File: src/rtl/mips_pkg.sv
// -----------------------------------------------------------------------------
// mips_pkg
// Shared constants for the MIPS pipeline:
//   - default field widths of the data path and of the control word
//   - bit positions inside the WB and MEM control fields
//   - the control word carried by a pipeline bubble
// -----------------------------------------------------------------------------
package mips_pkg;

    // Data path widths
    localparam int DATA_W     = 32;
    localparam int REG_W      = 5;
    localparam int COUNT_W    = 16;

    // Control word widths: WB = {RegWrite, MemtoReg},
    // MEM = {Branch, MemRead, MemWrite}, EX = {RegDst, ALUSrc, Jump, alu_code[3:0]}
    localparam int CTRL_WB_W  = 2;
    localparam int CTRL_MEM_W = 3;
    localparam int CTRL_EX_W  = 7;
    localparam int CTRL_W     = CTRL_WB_W + CTRL_MEM_W + CTRL_EX_W;

    // Bit indices inside the control fields
    localparam int MEM_READ    = 1;
    localparam int MEM_WRITE   = 0;
    localparam int BRANCH      = 2;
    localparam int WB_REGWRITE = 1;

    // A bubble carries no side effects: no RegWrite, MemRead, MemWrite or Branch
    localparam logic [CTRL_W-1:0] CTRL_BUBBLE = '0;

endpackage : mips_pkg

File: src/rtl/load_use_detect.sv
// -----------------------------------------------------------------------------
// load_use_detect
// Combinational load-use hazard detector. A hazard exists when the valid
// instruction in EX is a load whose destination (rt, non-zero) is a source
// register of the instruction currently in ID.
//
// Ports:
//   i_ex_rt        EX-stage rt (load destination)
//   i_ex_mem_read  EX-stage MemRead control bit
//   i_ex_valid     EX-stage entry is a real instruction
//   i_id_rs        ID-stage rs
//   i_id_rt        ID-stage rt
//   o_stall        hazard: stall PC/IF-ID and insert a bubble
// -----------------------------------------------------------------------------
module load_use_detect
    import mips_pkg::*;
#(
    parameter int NB_REG = REG_W
)
(
    input  logic [NB_REG-1:0] i_ex_rt,
    input  logic              i_ex_mem_read,
    input  logic              i_ex_valid,
    input  logic [NB_REG-1:0] i_id_rs,
    input  logic [NB_REG-1:0] i_id_rt,
    output logic              o_stall
);

    logic w_rt_nonzero;
    logic w_src_match;

    // $0 is hard-wired to zero, so a load into it never creates a dependency
    assign w_rt_nonzero = (i_ex_rt != '0);
    assign w_src_match  = (i_ex_rt == i_id_rs) | (i_ex_rt == i_id_rt);

    assign o_stall = i_ex_valid & i_ex_mem_read & w_rt_nonzero & w_src_match;

endmodule : load_use_detect

File: src/rtl/id_ex_reg.sv
// -----------------------------------------------------------------------------
// id_ex_reg
// ID/EX pipeline register with load-use hazard detection, flush and debug
// freeze. Captures the decode-stage control word and operands and presents
// them to EX one cycle later. On a load-use hazard or a taken branch/jump it
// captures a bubble instead; a saturating counter tracks inserted bubbles.
//
// Ports:
//   i_clock, i_reset          clock, asynchronous active-low reset
//   i_halt                    debug freeze, all state holds
//   i_flush                   branch/jump taken, capture a bubble
//   i_ctrl_wb/mem/ex          decode-stage control word
//   i_pc_next                 PC+4 of the decode instruction
//   i_rs_data, i_rt_data      register-file read data
//   i_imm_ext                 sign-extended immediate
//   i_rs, i_rt, i_rd          decode register addresses
//   o_ctrl_wb/mem/ex          registered control word
//   o_pc_next, o_rs_data,
//   o_rt_data, o_imm_ext      registered data
//   o_rs, o_rt, o_rd          registered addresses
//   o_valid                   EX entry is a real instruction
//   o_stall                   combinational, freeze PC and IF/ID this cycle
//   o_bubble_count            saturating count of inserted bubbles
// -----------------------------------------------------------------------------
module id_ex_reg
    import mips_pkg::*;
#(
    parameter int NB_DATA     = DATA_W,
    parameter int NB_REG      = REG_W,
    parameter int NB_CTRL_WB  = CTRL_WB_W,
    parameter int NB_CTRL_MEM = CTRL_MEM_W,
    parameter int NB_CTRL_EX  = CTRL_EX_W,
    parameter int NB_COUNT    = COUNT_W
)
(
    input  logic                   i_clock,
    input  logic                   i_reset,
    input  logic                   i_halt,
    input  logic                   i_flush,
    input  logic [NB_CTRL_WB-1:0]  i_ctrl_wb,
    input  logic [NB_CTRL_MEM-1:0] i_ctrl_mem,
    input  logic [NB_CTRL_EX-1:0]  i_ctrl_ex,
    input  logic [NB_DATA-1:0]     i_pc_next,
    input  logic [NB_DATA-1:0]     i_rs_data,
    input  logic [NB_DATA-1:0]     i_rt_data,
    input  logic [NB_DATA-1:0]     i_imm_ext,
    input  logic [NB_REG-1:0]      i_rs,
    input  logic [NB_REG-1:0]      i_rt,
    input  logic [NB_REG-1:0]      i_rd,
    output logic [NB_CTRL_WB-1:0]  o_ctrl_wb,
    output logic [NB_CTRL_MEM-1:0] o_ctrl_mem,
    output logic [NB_CTRL_EX-1:0]  o_ctrl_ex,
    output logic [NB_DATA-1:0]     o_pc_next,
    output logic [NB_DATA-1:0]     o_rs_data,
    output logic [NB_DATA-1:0]     o_rt_data,
    output logic [NB_DATA-1:0]     o_imm_ext,
    output logic [NB_REG-1:0]      o_rs,
    output logic [NB_REG-1:0]      o_rt,
    output logic [NB_REG-1:0]      o_rd,
    output logic                   o_valid,
    output logic                   o_stall,
    output logic [NB_COUNT-1:0]    o_bubble_count
);

    logic [NB_CTRL_WB-1:0]  r_ctrl_wb;
    logic [NB_CTRL_MEM-1:0] r_ctrl_mem;
    logic [NB_CTRL_EX-1:0]  r_ctrl_ex;
    logic [NB_DATA-1:0]     r_pc_next;
    logic [NB_DATA-1:0]     r_rs_data;
    logic [NB_DATA-1:0]     r_rt_data;
    logic [NB_DATA-1:0]     r_imm_ext;
    logic [NB_REG-1:0]      r_rs;
    logic [NB_REG-1:0]      r_rt;
    logic [NB_REG-1:0]      r_rd;
    logic                   r_valid;
    logic [NB_COUNT-1:0]    r_bubble_count;

    logic                   w_stall;
    logic                   w_bubble;
    logic                   w_count_sat;

    // Hazard check works on the registered EX entry, so it stays live while halted
    load_use_detect #(
        .NB_REG (NB_REG)
    ) u_load_use_detect (
        .i_ex_rt       (r_rt),
        .i_ex_mem_read (r_ctrl_mem[MEM_READ]),
        .i_ex_valid    (r_valid),
        .i_id_rs       (i_rs),
        .i_id_rt       (i_rt),
        .o_stall       (w_stall)
    );

    // Flush and stall together still produce a single bubble
    assign w_bubble    = i_flush | w_stall;
    assign w_count_sat = (r_bubble_count == '1);

    always_ff @(posedge i_clock or negedge i_reset) begin
        if (!i_reset) begin
            {r_ctrl_wb, r_ctrl_mem, r_ctrl_ex} <= CTRL_BUBBLE;
            r_pc_next      <= '0;
            r_rs_data      <= '0;
            r_rt_data      <= '0;
            r_imm_ext      <= '0;
            r_rs           <= '0;
            r_rt           <= '0;
            r_rd           <= '0;
            r_valid        <= 1'b0;
            r_bubble_count <= '0;
        end else if (!i_halt) begin
            if (w_bubble) begin
                {r_ctrl_wb, r_ctrl_mem, r_ctrl_ex} <= CTRL_BUBBLE;
                r_pc_next <= '0;
                r_rs_data <= '0;
                r_rt_data <= '0;
                r_imm_ext <= '0;
                r_rs      <= '0;
                r_rt      <= '0;
                r_rd      <= '0;
                r_valid   <= 1'b0;
                if (!w_count_sat) begin
                    r_bubble_count <= r_bubble_count + {{(NB_COUNT-1){1'b0}}, 1'b1};
                end
            end else begin
                r_ctrl_wb  <= i_ctrl_wb;
                r_ctrl_mem <= i_ctrl_mem;
                r_ctrl_ex  <= i_ctrl_ex;
                r_pc_next  <= i_pc_next;
                r_rs_data  <= i_rs_data;
                r_rt_data  <= i_rt_data;
                r_imm_ext  <= i_imm_ext;
                r_rs       <= i_rs;
                r_rt       <= i_rt;
                r_rd       <= i_rd;
                r_valid    <= 1'b1;
            end
        end
    end

    assign o_ctrl_wb      = r_ctrl_wb;
    assign o_ctrl_mem     = r_ctrl_mem;
    assign o_ctrl_ex      = r_ctrl_ex;
    assign o_pc_next      = r_pc_next;
    assign o_rs_data      = r_rs_data;
    assign o_rt_data      = r_rt_data;
    assign o_imm_ext      = r_imm_ext;
    assign o_rs           = r_rs;
    assign o_rt           = r_rt;
    assign o_rd           = r_rd;
    assign o_valid        = r_valid;
    assign o_stall        = w_stall;
    assign o_bubble_count = r_bubble_count;

endmodule : id_ex_reg

File: config.mk
export PLATFORM = sky130hd
export DESIGN_NAME = id_ex_reg
export DESIGN_NICKNAME = d
export VERILOG_FILES = /design/src/rtl/mips_pkg.sv /design/src/rtl/load_use_detect.sv /design/src/rtl/id_ex_reg.sv
export SDC_FILE = /design/constraint.sdc
export NUM_CORES = 1
export LEC_CHECK = 0
export CAP_MARGIN = 20
export CORE_UTILIZATION = 40
export CTS_CLUSTER_DIAMETER = 200
export CTS_CLUSTER_SIZE = 14
export DETAILED_ROUTE_END_ITERATION = 10
export PLACE_DENSITY = 0.83
export SETUP_SLACK_MARGIN = 0.1
export SYNTH_ARGS = -nofsm -noshare
export SYNTH_HDL_FRONTEND = slang
export SYNTH_SLANG_ARGS = --single-unit
File: constraint.sdc
create_clock -name i_clock -period 2.8 [get_ports i_clock]
set_clock_uncertainty 0.2 [all_clocks]
set_input_delay 0.7 -clock i_clock [delete_from_list [all_inputs] [get_ports i_clock]]
set_output_delay 0.7 -clock i_clock [all_outputs]
set_load 0.01 [all_outputs]
==> results of run 1 <==
[critical path: cells and delay by family, from the launching register on]
| kind | cells | cell delay (ns) |
|---|---|---|
| AOI/OAI and AO/OA | 1 | 0.17 |
| buffers and inverters | 1 | 0.15 |
| DFF | 1 | 0.42 |
| and+or+nand+nor | 2 | 0.61 |
[how the worst max path moves through the flow]
| stage | end | slack (ns) | start |
|---|---|---|---|
| floorplan | o_ctrl_mem[1]$_DFFE_PN0N_ | 0.54 | i_rs[2] |
| finish | o_stall | 0.13 | o_rt[2]$_DFFE_PN0N_ |
| global route | o_stall | 0.1 | o_rt[2]$_DFFE_PN0N_ |
| detailed placement | o_stall | -0.56 | i_rs[2] |
| CTS | o_stall | 0.12 | o_rt[2]$_DFFE_PN0N_ |
| global placement | o_stall | -0.60 | i_rs[2] |
[sequential cells by signal, summed over array words and instances, names as in the netlist, 2 cells and up]
name	count
o_pc_next	32
o_ctrl_ex	7
o_rd	5
o_bubble_count	16
o_rt_data	32
o_rt	5
o_imm_ext	32
o_ctrl_mem	3
o_ctrl_wb	2
o_rs_data	32
o_rs	5
[final cells by class]
cell class,instances,area [um^2]
Clock buffer,24,501.7
Clock inverter,8,58.81
Fill cell,1111,5288
Inverter,1,3.754
Multi-Input combinational cell,225,1896
Sequential cell,172,4305
Tap cell,216,270.3
Timing Repair Buffer,350,3505
[metrics by stage]
stage | TNS, ns | instances | cell area, um^2 | utilization [%]
detailed placement | -5.155 | 957 | 9901 | 62.55
floorplan | 0 | 435 | 6474 | -
finish | 0 | 996 | 10540 | 66.59
CTS | 0 | 994 | 10500 | 66.36
global placement | -2.149 | 957 | 9901 | 62.55
global route | 0 | 996 | 10540 | 66.59
[metal layers]
metal / routed length, um / track usage [%]
met3: 1732 / 7.680
met4: 483 / 9.758
met2: 9400 / 37.16
met1: 7337 / 27.33
met5: 13 / 0
[logic make-up (layout without fill, tap and decap cells)]
group | Yosys count | in the layout | share of synthesized area, %
flip-flops | 172 | 172 | 66.49
AO/OA/AOI/OAI | 160 | 160 | 21.76
AND/OR/NAND/NOR | 38 | 38 | 3.189
buffers and inverters | 38 | 383 | 4.812
XOR/XNOR | 25 | 25 | 3.382
adder cells (fa/ha/maj) | 1 | 1 | 0.1932
multiplexers | 1 | 1 | 0.1739
[cell usage in the layout (no fill, tap or decap), types with 3 or more instances in the layout]
master	count
clkdlybuf4s50_1	318
dfrtp_1	171
a22o_1	155
clkbuf_16	17
xnor2_1	15
buf_4	14
nand3_1	11
xor2_1	9
dlygate4sd2_1	9
and3_1	8
nor2_1	6
nand4_1	5
clkbuf_8	5
buf_12	5
clkinvlp_4	3
[power groups by stage]
stage / clock [mW] / sequential [mW] / combinational (mW)
global placement: 0 / 2.90 / 1.21
detailed placement: 0 / 2.91 / 1.24
CTS: 2.25 / 2.87 / 1.26
finish: 2.19 / 2.87 / 1.25
global route: 2.36 / 2.90 / 1.34
floorplan: 0 / 2.99 / 0.339
[what timing repair did]
| action | in CTS | in global routing |
|---|---|---|
| pin swaps | 9 | 5 |
| buffers inserted | 5 | 2 |
| setup endpoints to repair | 1 | 1 |
| resized for setup | 20 | 4 |
==> results.md, run 1 <==
* Unique masters post-synth at 26
* First-pass GRT wire length at 28,880 um
* Total track usage at between 20% and 30%
* Comb power frac at between 10% and 20%
* Worst VDD drop at 0.0003695 V
* Yosys warning total at 0
* Critical path type: register to primary output
* Mapped Cells at 435
* Hold WS at ~0.0000080 ns
* Core Rows at 46
* Int Pwr at 4.731 mW
* Crit path max fanout at 2
* Nets at 927
* Fraction of layout cells with a size suffix above 1 at 8.205%
* Final wirelength at 18,970 um
* Top cells by area, synth: dfrtp_1, a22o_1, buf_8
* Flop pwr share at 45.4%
* CTS clk-pin slew, worst paths at ~0.06 ns
* Tmin final at 2.668 ns
* I/O Pins at 332
* Post-route setup slack at 0.1319 ns
* RSZ-0062 raised after global routing: true
* Final setup violation count at 0
* # DRC at 0
* DIE WIDTH at 129.2 um
* Clk buf depth at 2
* Total grt overflow at 0
* FF+latch count, synth at about 170
* Post-synth top area cell: dfrtp_1
* Clock network fraction of total power at between 30% and 40%
* Largest net degree at the start of global routing at 155
* Arrival time at the worst endpoint at between 1.5 and 2 ns
* Data required time of the critical path at 1.90 ns
* Post-synthesis async set-or-reset flop share at 100.0%
* FMAX at ~370 MHz
* First DRT Iteration DRCs at 200
* Initial antenna violation count at 1
* Post-synthesis cell area at 6474 um^2
* # hold bufs at CTS at 0
* Pwr Total at 6.322 mW
* IO buf count at roughly 330
* Die footprint at roughly 17,000 um^2
* NetSw at 1.591 mW
* Clock sinks at 172
* Number of cells on the worst reg-to-reg path at 8
* Initial Utilization at about two fifths
* Clock buffer count from CTS at 17
* Die Y at approximately 130 um
* R2R setup slack at ~0.32 ns
* Relative slew slack at 51.19%
* Synth top area share at between 60% and 70%
* Vias in the first global route at 5,356
* Routed via count at 5,223
* LEAKAGE at around 4.7 nW
* Clk_lat worst skew at 0.42 ns
* Least-Margin Pin Slew at 0.7321 ns
* # Max-Cap Violations at 0
* TritonRoute pass-1 iters at 4
* Wire length per cell at 19.04 um
* Crit path largest cell delay at 0.54 ns
* Startpoint Class: register
* Final Hold Viols at 0
* Pwr dens at between 500 and 600 nW/um^2
* Average size of a mapped cell at 14.88 um^2
* Place WS at -0.5621 ns
* CP cell instances: or4_4 -> o211ai_4 -> nor2_1 -> buf_2
* Status: completed
* Post-DP HPWL at 13,370 um
* Top cells by count, synth: dfrtp_1, a22o_1, clkbuf_1, xnor2_1
* Antenna-violating nets left at 0
* Final Slew Violations at 0
* Crit-path slowest cell: or4_4
* Final Wtd Congestion at 0.7578
* Diode count at 0
* Core area at 15,830 um^2
* Post-synth EDFFs at 0
* Fin crit share at between 90 and 100%
* Root buffer cell: clkbuf_16
* Syn nets at 595
* Most used DFF post-synth: dfrtp_1
* Count leader, synth: dfrtp_1
* Sw Share at 25.17%
* Area delta synth->final at 62.81%
* R2r endpoint: o_rt_data[16]$_DFFE_PN0N_
* Htree depth at 4
* HP Class: input pin to asynchronous set/reset pin
* Reg2reg start: o_rt[2]$_DFFE_PN0N_
* Drt via density at about 5.2
* CTS tree: built
* Sequential fraction of the synthesis area at 66.49%
* Critical Path Sink Type: primary output
No activity file was read; power rests on OpenSTA's default activity.
==> run 2: changes to the inputs <==
--- a/config.mk
+++ b/config.mk
@@ -11,7 +11,7 @@
 export CTS_CLUSTER_SIZE = 14
 export DETAILED_ROUTE_END_ITERATION = 10
 export PLACE_DENSITY = 0.83
-export SETUP_SLACK_MARGIN = 0.1
+export SETUP_SLACK_MARGIN = 0.15
 export SYNTH_ARGS = -nofsm -noshare
 export SYNTH_HDL_FRONTEND = slang
 export SYNTH_SLANG_ARGS = --single-unit
==> results of run 2 <==
The final DEF is identical to that of run 1; final timing and power are the same.
